### config.mk
export PLATFORM = sky130hd
export DESIGN_NAME = seq_detector_prog
export DESIGN_NICKNAME = d
export VERILOG_FILES = /design/src/rtl/seq_det_pkg.sv /design/src/rtl/seq_pat_cmp.sv /design/src/rtl/seq_detector_prog.sv
export SDC_FILE = /design/constraint.sdc
export NUM_CORES = 1
export LEC_CHECK = 0
export ABC_AREA = 1
export BUFFER_PORTS_ARGS = -buffer_cell sky130_fd_sc_hd__buf_2
export CORE_UTILIZATION = 45
export CTS_BUF_LIST = sky130_fd_sc_hd__clkbuf_4 sky130_fd_sc_hd__clkbuf_8 sky130_fd_sc_hd__clkbuf_16
export CTS_CLUSTER_DIAMETER = 60
export DETAILED_ROUTE_END_ITERATION = 16
export HOLD_SLACK_MARGIN = 0.05
export PLACE_DENSITY_LB_ADDON = 0.05
export SLEW_MARGIN = 0
export SYNTH_ARGS = -nofsm -noshare
export SYNTH_HDL_FRONTEND = slang
export SYNTH_SLANG_ARGS = --single-unit
export TNS_END_PERCENT = 10
### constraint.sdc
create_clock -name clk -period 4.77 [get_ports clk]
set_clock_uncertainty 0.15 [all_clocks]
set_input_delay 0.7155 -clock clk [delete_from_list [all_inputs] [get_ports clk]]
set_output_delay 0.7155 -clock clk [all_outputs]
set_load 0.03 [all_outputs]
### src/rtl/seq_det_pkg.sv
// Shared types and constants for the programmable serial pattern detector.
// Holds the FSM encoding, the legacy 11-bit pattern and elaboration-time helpers.
package seq_det_pkg;

    typedef enum logic {
        FILL  = 1'b0,
        ARMED = 1'b1
    } state_t;

    localparam int          LEGACY_LEN = 11;
    localparam logic [15:0] LEGACY_PAT = 16'h0650;

    function automatic int len_width(input int max_len);
        return $clog2(max_len + 1);
    endfunction

    function automatic bit max_len_ok(input int max_len, input int def_len);
        return (max_len >= 2) && (def_len >= 1) && (max_len >= def_len);
    endfunction

endpackage

### src/rtl/seq_pat_cmp.sv
// Combinational masked compare: hit when the low len bits of hist equal those of pat.
// Bits at or above len are ignored, so callers may store an unmasked pattern.
module seq_pat_cmp #(
    parameter int MAX_LEN = 16,
    parameter int LEN_W   = 5
) (
    input  logic [MAX_LEN-1:0] hist,
    input  logic [MAX_LEN-1:0] pat,
    input  logic [LEN_W-1:0]   len,
    output logic               hit
);

    logic [MAX_LEN-1:0] mask;

    always_comb begin
        mask = '0;
        for (int i = 0; i < MAX_LEN; i++) begin
            mask[i] = (i < int'(len));
        end
    end

    assign hit = (((hist ^ pat) & mask) == '0);

endmodule

### src/rtl/seq_detector_prog.sv
// Runtime-programmable serial pattern detector, reset to the legacy 11-bit pattern.
// Optional saturating match counter is built only when SEQ_MATCH_CNT_EN is defined.
module seq_detector_prog
    import seq_det_pkg::*;
#(
    parameter  int                 MAX_LEN = 16,
    parameter  int                 DEF_LEN = LEGACY_LEN,
    parameter  logic [MAX_LEN-1:0] DEF_PAT = MAX_LEN'(LEGACY_PAT),
    parameter  int                 CNT_W   = 8,
    localparam int                 LEN_W   = len_width(MAX_LEN)
) (
    input  logic               clk,
    input  logic               reset,
    input  logic               seq,
    input  logic               seq_valid,
    input  logic               pat_load,
    input  logic [MAX_LEN-1:0] pat_data,
    input  logic [LEN_W-1:0]   pat_len,
    input  logic               overlap_en,
    input  logic               cnt_clr,
    output logic               tick,
    output logic               armed,
    output logic               cfg_err,
    output logic [CNT_W-1:0]   match_cnt
);

    if (!max_len_ok(MAX_LEN, DEF_LEN)) begin : g_bad_cfg
        $error("seq_detector_prog: MAX_LEN must be >= DEF_LEN and >= 2");
    end

    state_t             state_q;
    logic [MAX_LEN-1:0] pat_q;
    logic [MAX_LEN-1:0] hist_q;
    logic [MAX_LEN-1:0] hist_next;
    logic [LEN_W-1:0]   len_q;
    logic [LEN_W-1:0]   fill_q;
    logic [LEN_W-1:0]   fill_next;
    logic               tick_q;
    logic               cfg_err_q;
    logic               hit;
    logic               accept;
    logic               load_ok;
    logic               match;
    logic               unused_hist_msb;

    // A load on the same edge as a valid bit always wins; the bit is dropped.
    assign accept    = seq_valid && !pat_load;
    assign load_ok   = (pat_len != '0) && (pat_len <= LEN_W'(MAX_LEN));
    assign hist_next = {hist_q[MAX_LEN-2:0], seq};
    assign fill_next = (fill_q == LEN_W'(MAX_LEN)) ? fill_q : fill_q + 1'b1;
    assign match     = accept && hit && (fill_next >= len_q);

    assign unused_hist_msb = hist_q[MAX_LEN-1];

    seq_pat_cmp #(
        .MAX_LEN (MAX_LEN),
        .LEN_W   (LEN_W)
    ) u_cmp (
        .hist (hist_next),
        .pat  (pat_q),
        .len  (len_q),
        .hit  (hit)
    );

    always_ff @(posedge clk or posedge reset) begin
        if (reset) begin
            pat_q     <= DEF_PAT;
            len_q     <= LEN_W'(DEF_LEN);
            hist_q    <= '0;
            fill_q    <= '0;
            state_q   <= FILL;
            tick_q    <= 1'b0;
            cfg_err_q <= 1'b0;
        end else begin
            tick_q    <= match;
            cfg_err_q <= pat_load && !load_ok;
            if (pat_load) begin
                if (load_ok) begin
                    pat_q   <= pat_data;
                    len_q   <= pat_len;
                    fill_q  <= '0;
                    state_q <= FILL;
                end
            end else if (seq_valid) begin
                hist_q <= hist_next;
                // Non-overlap: clearing fill forces len fresh bits before the next match.
                if (match && !overlap_en) begin
                    fill_q  <= '0;
                    state_q <= FILL;
                end else begin
                    fill_q <= fill_next;
                    if (fill_next >= len_q) begin
                        state_q <= ARMED;
                    end
                end
            end
        end
    end

    assign tick    = tick_q;
    assign cfg_err = cfg_err_q;
    assign armed   = (state_q == ARMED);

`ifdef SEQ_MATCH_CNT_EN
    logic [CNT_W-1:0] cnt_q;

    // Clear takes priority but a same-edge match still counts as the first one.
    always_ff @(posedge clk or posedge reset) begin
        if (reset) begin
            cnt_q <= '0;
        end else if (cnt_clr) begin
            cnt_q <= match ? CNT_W'(1) : '0;
        end else if (match && (cnt_q != {CNT_W{1'b1}})) begin
            cnt_q <= cnt_q + 1'b1;
        end
    end

    assign match_cnt = cnt_q;
`else
    logic unused_cnt_clr;

    assign unused_cnt_clr = cnt_clr;
    assign match_cnt      = '0;
`endif

endmodule
## Word level (Yosys, flattened, before mapping)

Cells that the tools add are included.

- Bits in registers: 44
- Output and inout bits: 11

- $add $sub $neg: 1
- Magnitude comparators: 18
- Equality and inequality tests: 2
- Muxes and demuxes: 10
- Bitwise logic cells: 3
- Reductions and logical operators: 17

Operator list:

| kind | count |
|---|---|
| 4-bit by 5-bit less-than comparator with 1-bit output (first input constant) | 8 |
| 5-bit 2-to-1 mux | 5 |
| 3-bit by 5-bit less-than comparator with 1-bit output (first input constant) | 4 |
| 16-bit AND | 1 |
| 16-bit logical NOT | 1 |
| 16-bit bitwise XOR | 1 |
| 1-bit by 5-bit less-than comparator with 1-bit output (first input constant) | 2 |
| 2-bit by 5-bit less-than comparator with 1-bit output (first input constant) | 2 |
| 1-bit logical AND | 6 |
| 2-bit AND reduction | 3 |
| 5-bit by 1-bit adder with 5-bit output (second input constant) | 1 |
| 5-bit == test (second input constant) | 1 |
| 5-bit greater-or-equal comparator | 1 |
| 5-bit less-or-equal comparator (second input constant) | 1 |
| 1-bit 2-to-1 mux | 5 |
| 5-bit nonzero test | 1 |
| 1-bit logical NOT | 3 |
| 3-bit AND reduction | 1 |
| 3-bit nonzero test | 1 |
| 2-bit by 1-bit != test with 1-bit output (second input constant) | 1 |
| 2-bit nonzero test | 1 |
| 1-bit NOT | 1 |

## Logic depth before layout (Yosys ltp)

- Word-level depth: 9
- Mapped depth: 17
- Mapped depth without buffers: 17

## Cells and area by module

From an unflattened synthesis, not the netlist that was laid out.

- Cells, all modules: 352
- Area total of the unflattened synthesis: 2,555.0 um^2

By module, submodules not included:

| module | instances | cells each | area each (um^2) | seq. area each (um^2) |
|---|---|---|---|---|
| seq_detector_prog | 1 | 242 | 2,074.5 | 1,109.8 |
| seq_pat_cmp | 1 | 110 | 480.5 | 0.0 |

## Worst setup path before layout

OpenSTA, ideal clock, no wires.

- Path kind: flip-flop to flip-flop
- Start: reg fill_q[0]
- End: reg state_q, in the netlist armed
- Library setup time: 0.120 ns
- Arrival: 1.917 ns
- Required time: 4.500 ns
- Slack: 2.583 ns
- Cell stages (with the launch flop): 15
- Buffers on the path: 0
- Clock period less this slack: 2.187 ns
- Cells stage by stage: dfrtp_1 inv_1 ha_1 nand4_1 nand2_1 inv_1 ha_1 nand2_1 inv_1 o21ai_0 nand4_1 nor2_1 nor2_1 nand3_1 nand2_1

- Longest elaborated chain between the ends: 8
- Elaborated cells between the ends (all ways): 11
- Classes of those cells: 1 x add/sub; 1 x order compare; 1 x eq/ne; 4 x mux; 4 x reduce/logical

Ends and longest elaborated chain:

| item | RTL line | source |
|---|---|---|
| start: declaration | seq_detector_prog.sv:36 | `logic [LEN_W-1:0] fill_q;` |
| start signal: assignment | seq_detector_prog.sv:91 | `fill_q <= fill_next;` |
| 5-bit by 1-bit adder with 5-bit output / 5-bit == test (equally long branches) | seq_detector_prog.sv:50 | `assign fill_next = (fill_q == LEN_W'(MAX_LEN)) ? fill_q : fill_q + 1'b1;` |
| 5-bit 2-to-1 mux (*) | seq_detector_prog.sv:50 |  |
| 5-bit greater-or-equal comparator (*) | seq_detector_prog.sv:51, seq_detector_prog.sv:92 |  |
| 1-bit logical AND | seq_detector_prog.sv:51 | `assign match = accept && hit && (fill_next >= len_q);` |
| 1-bit logical AND | seq_detector_prog.sv:87 | `if (match && !overlap_en) begin` |
| 1-bit 2-to-1 mux | seq_detector_prog.sv:87 |  |
| 1-bit 2-to-1 mux | seq_detector_prog.sv:84 | `end else if (seq_valid) begin` |
| 1-bit 2-to-1 mux | seq_detector_prog.sv:77 | `if (pat_load) begin` |
| end signal: assignment | seq_detector_prog.sv:82 | `state_q <= FILL;` |
| end signal: assignment | seq_detector_prog.sv:89 | `state_q <= FILL;` |
| end signal: assignment | seq_detector_prog.sv:93 | `state_q <= ARMED;` |
| end: declaration | seq_detector_prog.sv:31 | `state_t state_q;` |

Mark *: on every way between the ends. The rest lies on a longest branch, timed or not. The select of a mux whose other input is x is not followed.
A chain may end at the register's enable or synchronous reset.

## Worst setup path in the final report

Same ends and word-level chain as after synthesis.

==> qor.yml <==
antenna_found_initial: 0
ctsHoldBuffers: 0
crit_path_start: "fill_q[0]"
rr_startpoint: "fill_q[0]"
start_kind: "flop"
core-area_mm2: 0.00527
grt.overflow.total: 0
clockPowerShare_pct: 24.5
worstHoldStart: "pat_q[4]"
ys_seq_elements: 44
p_sw_w: 0.000372
port_buffers: 29
io_pins: 39
reg2regPathDepth: 13
area_growth_pct: 11.0
postCtsSetupBuffers: 0
synth-warning-count: 0
synth_top_area_share_pct: 36.5
intPower_w: 0.000689
worstMarginPinSlew_ns: 1.13
setup_viol: 0
ys_top_cells_by_area: "dfrtp_1 37%, nand2_1 18%, dfstp_2 7.3%"
grt_pass1_vias: 1938
cts_root_buf: "clkbuf_8"
period_needed_ns: 2.54
grt_max_degree: 45
synthCells: 343
postPlaceCellArea_mm2: 0.00271
numCtsBuffers: 5
wl_um: 5200
vias: 2024
synth-edff-count: 0
cts_resized: 0
cp.required_ns: 4.80
ys_types: 25
cts_tree: "done"
fillCellCount: 539
wire_per_inst_um: 11.8
r2r_end: "armed"
cts.htree.levels: 2
fin_tns_setup_ns: 0
dp_hpwl_um: 3870
ant_nets: 0
seq_area_frac_synth_pct: 43.8
drtIter0Drc: 108
min_path_type: "reg2reg"
cts_max_path_buffers: 2
globalplace.congestion: 0.841
dr.pass1.iters: 4
async_reset_ff_share_pct: 100
synth.avg_cell_area_um2: 7.39
chipWidth_um: 77.1
end_kind: "flop"
final_max_slew_viol_count: 0
power.density_mw_per_mm2: 377
start_util_pct: 48.1
dp_slack_ns: 1.98
final_cell_area_mm2: 0.00281
grt_pass1_wl_um: 9040
track_usage_pct: 19.7
critical_path_arrival_ns: 2.57
layout-drive-gt1-share_pct: 17.7
cts.sinks: 44
worstPathMaxFanout: 4
rsz0062_at_grt: "no"
slew_headroom_pct: 24.8
swShare_pct: 35.1
max_cap_violations: 0
avgViaCountPerCell: 4.58
seq_power_share_pct: 46.9
yosys-top-cells-count: "124 x nand2_1, 45 x inv_1, 37 x dfrtp_1"
status: "finished clean"
synth_area_mm2: 0.00254
drc: 0
r2r_slack_ns: 2.23
ir_drop_mv: 0.229
min_period_over_period_pct: 53.2
die_height_um: 77.1
hold_viol_final: 0
antenna_cells: 0
setup_ws_ns: 2.23
yosysTopAreaCell: "dfrtp_1"
rows: 26
synth_most_common_cell: "nand2_1"
clkSlewWorstSetupHoldPaths_ns: 0.08
layout.nets: 406
combPwrFrac_pct: 28.7
max_freq_ghz: 0.394
p_leak_nw: 1.56
die-area_mm2: 0.00594
cp-endpoint: "armed"
crit_type: "reg2reg"
synth_flop_cell: "dfrtp_1"
insertion_delay_ns: 0.29
[final cells by class]
cell class                 count  area, um2  share of cell area (%)
tap                           70       87.6                    3.11
sequential                    44       1110                    39.4
multi-input combinational    240       1170                    41.7
timing repair buffer          30        153                    5.42
clock buffer                   8        104                    3.69
inverter                      50        188                    6.67
[worst min path at each step]
stage                 to  cells past startpoint  slack [ns]
2_1_floorplan  fill_q[3]                      2        0.30
3_3_place_gp    pat_q[9]                      2        0.32
3_5_place_dp    pat_q[4]                      2        0.32
4_1_cts         pat_q[4]                      2        0.34
5_1_grt        pat_q[10]                      2        0.35
6_report        pat_q[4]                      2        0.33
[through the flow]
step	instances	power, W	util, %	hold slack, ns
CTS	442	0.00108	53.4	0.335
global route	442	0.00115	53.4	0.351
finish	442	0.00106	53.4	0.330
floorplan	350	0.000735	-	0.299
global placement	434	0.000804	51.4	0.318
detailed placement	434	0.000813	51.4	0.322
[worst max-delay path, cell delays in order, from the launching register on]
cell	delay [ns]
dfrtp_1	0.41
inv_1	0.12
ha_1	0.15
nand4_1	0.19
o21ai_0	0.33
ha_1	0.31
nand2_1	0.08
inv_1	0.04
nand4_1	0.05
nand4_1	0.21
nor2_1	0.20
nor2_1	0.06
nand3_1	0.08
nand2_1	0.05
[power by group through the flow]
stage,Clock (W),Sequential [W],Combinational [W]
2_1_floorplan,0,0.000496,0.000239
3_3_place_gp,0,0.000502,0.000302
3_5_place_dp,0,0.000504,0.000309
4_1_cts,0.000269,0.000498,0.000310
5_1_grt,0.000283,0.000508,0.000356
6_report,0.000260,0.000498,0.000304
[layout by cell type, fill, tap and decap left out, types with 8 or more instances in the layout]
cell,Yosys,layout
nand2_1,124,124
inv_1,45,44
dfrtp_1,37,37
xor2_1,11,11
conb_1,1,8
nor2_1,20,19
o21ai_0,30,30
buf_2,4,29
nand3_1,17,17
[cells by family after synthesis]
| group | Yosys count | synth area share, % |
|---|---|---|
| AO/OA/AOI/OAI | 32 | 6.46 |
| flip-flops | 44 | 43.8 |
| other | 1 | 0.148 |
| XOR/XNOR | 11 | 3.80 |
| AND/OR/NAND/NOR | 182 | 31.2 |
| buffers and inverters | 66 | 11.1 |
| adder cells (fa/ha/maj) | 7 | 3.45 |
[flip-flops by register name (all words and copies together) (netlist names)]
signal	cells
pat_q	16
hist_q	15
fill_q	5
len_q	5
armed	1
cfg_err	1
tick	1
[layer usage]
layer / global-route usage, % / wire [um] / up-vias
met4: 5.66 / 39 / 0
met5: 0 / 0 / -
met2: 31.4 / 2290 / 42
li1: - / - / 1089
met3: 2.62 / 238 / 4
met1: 27.8 / 2630 / 889
No activity file was read; power rests on OpenSTA's default activity.
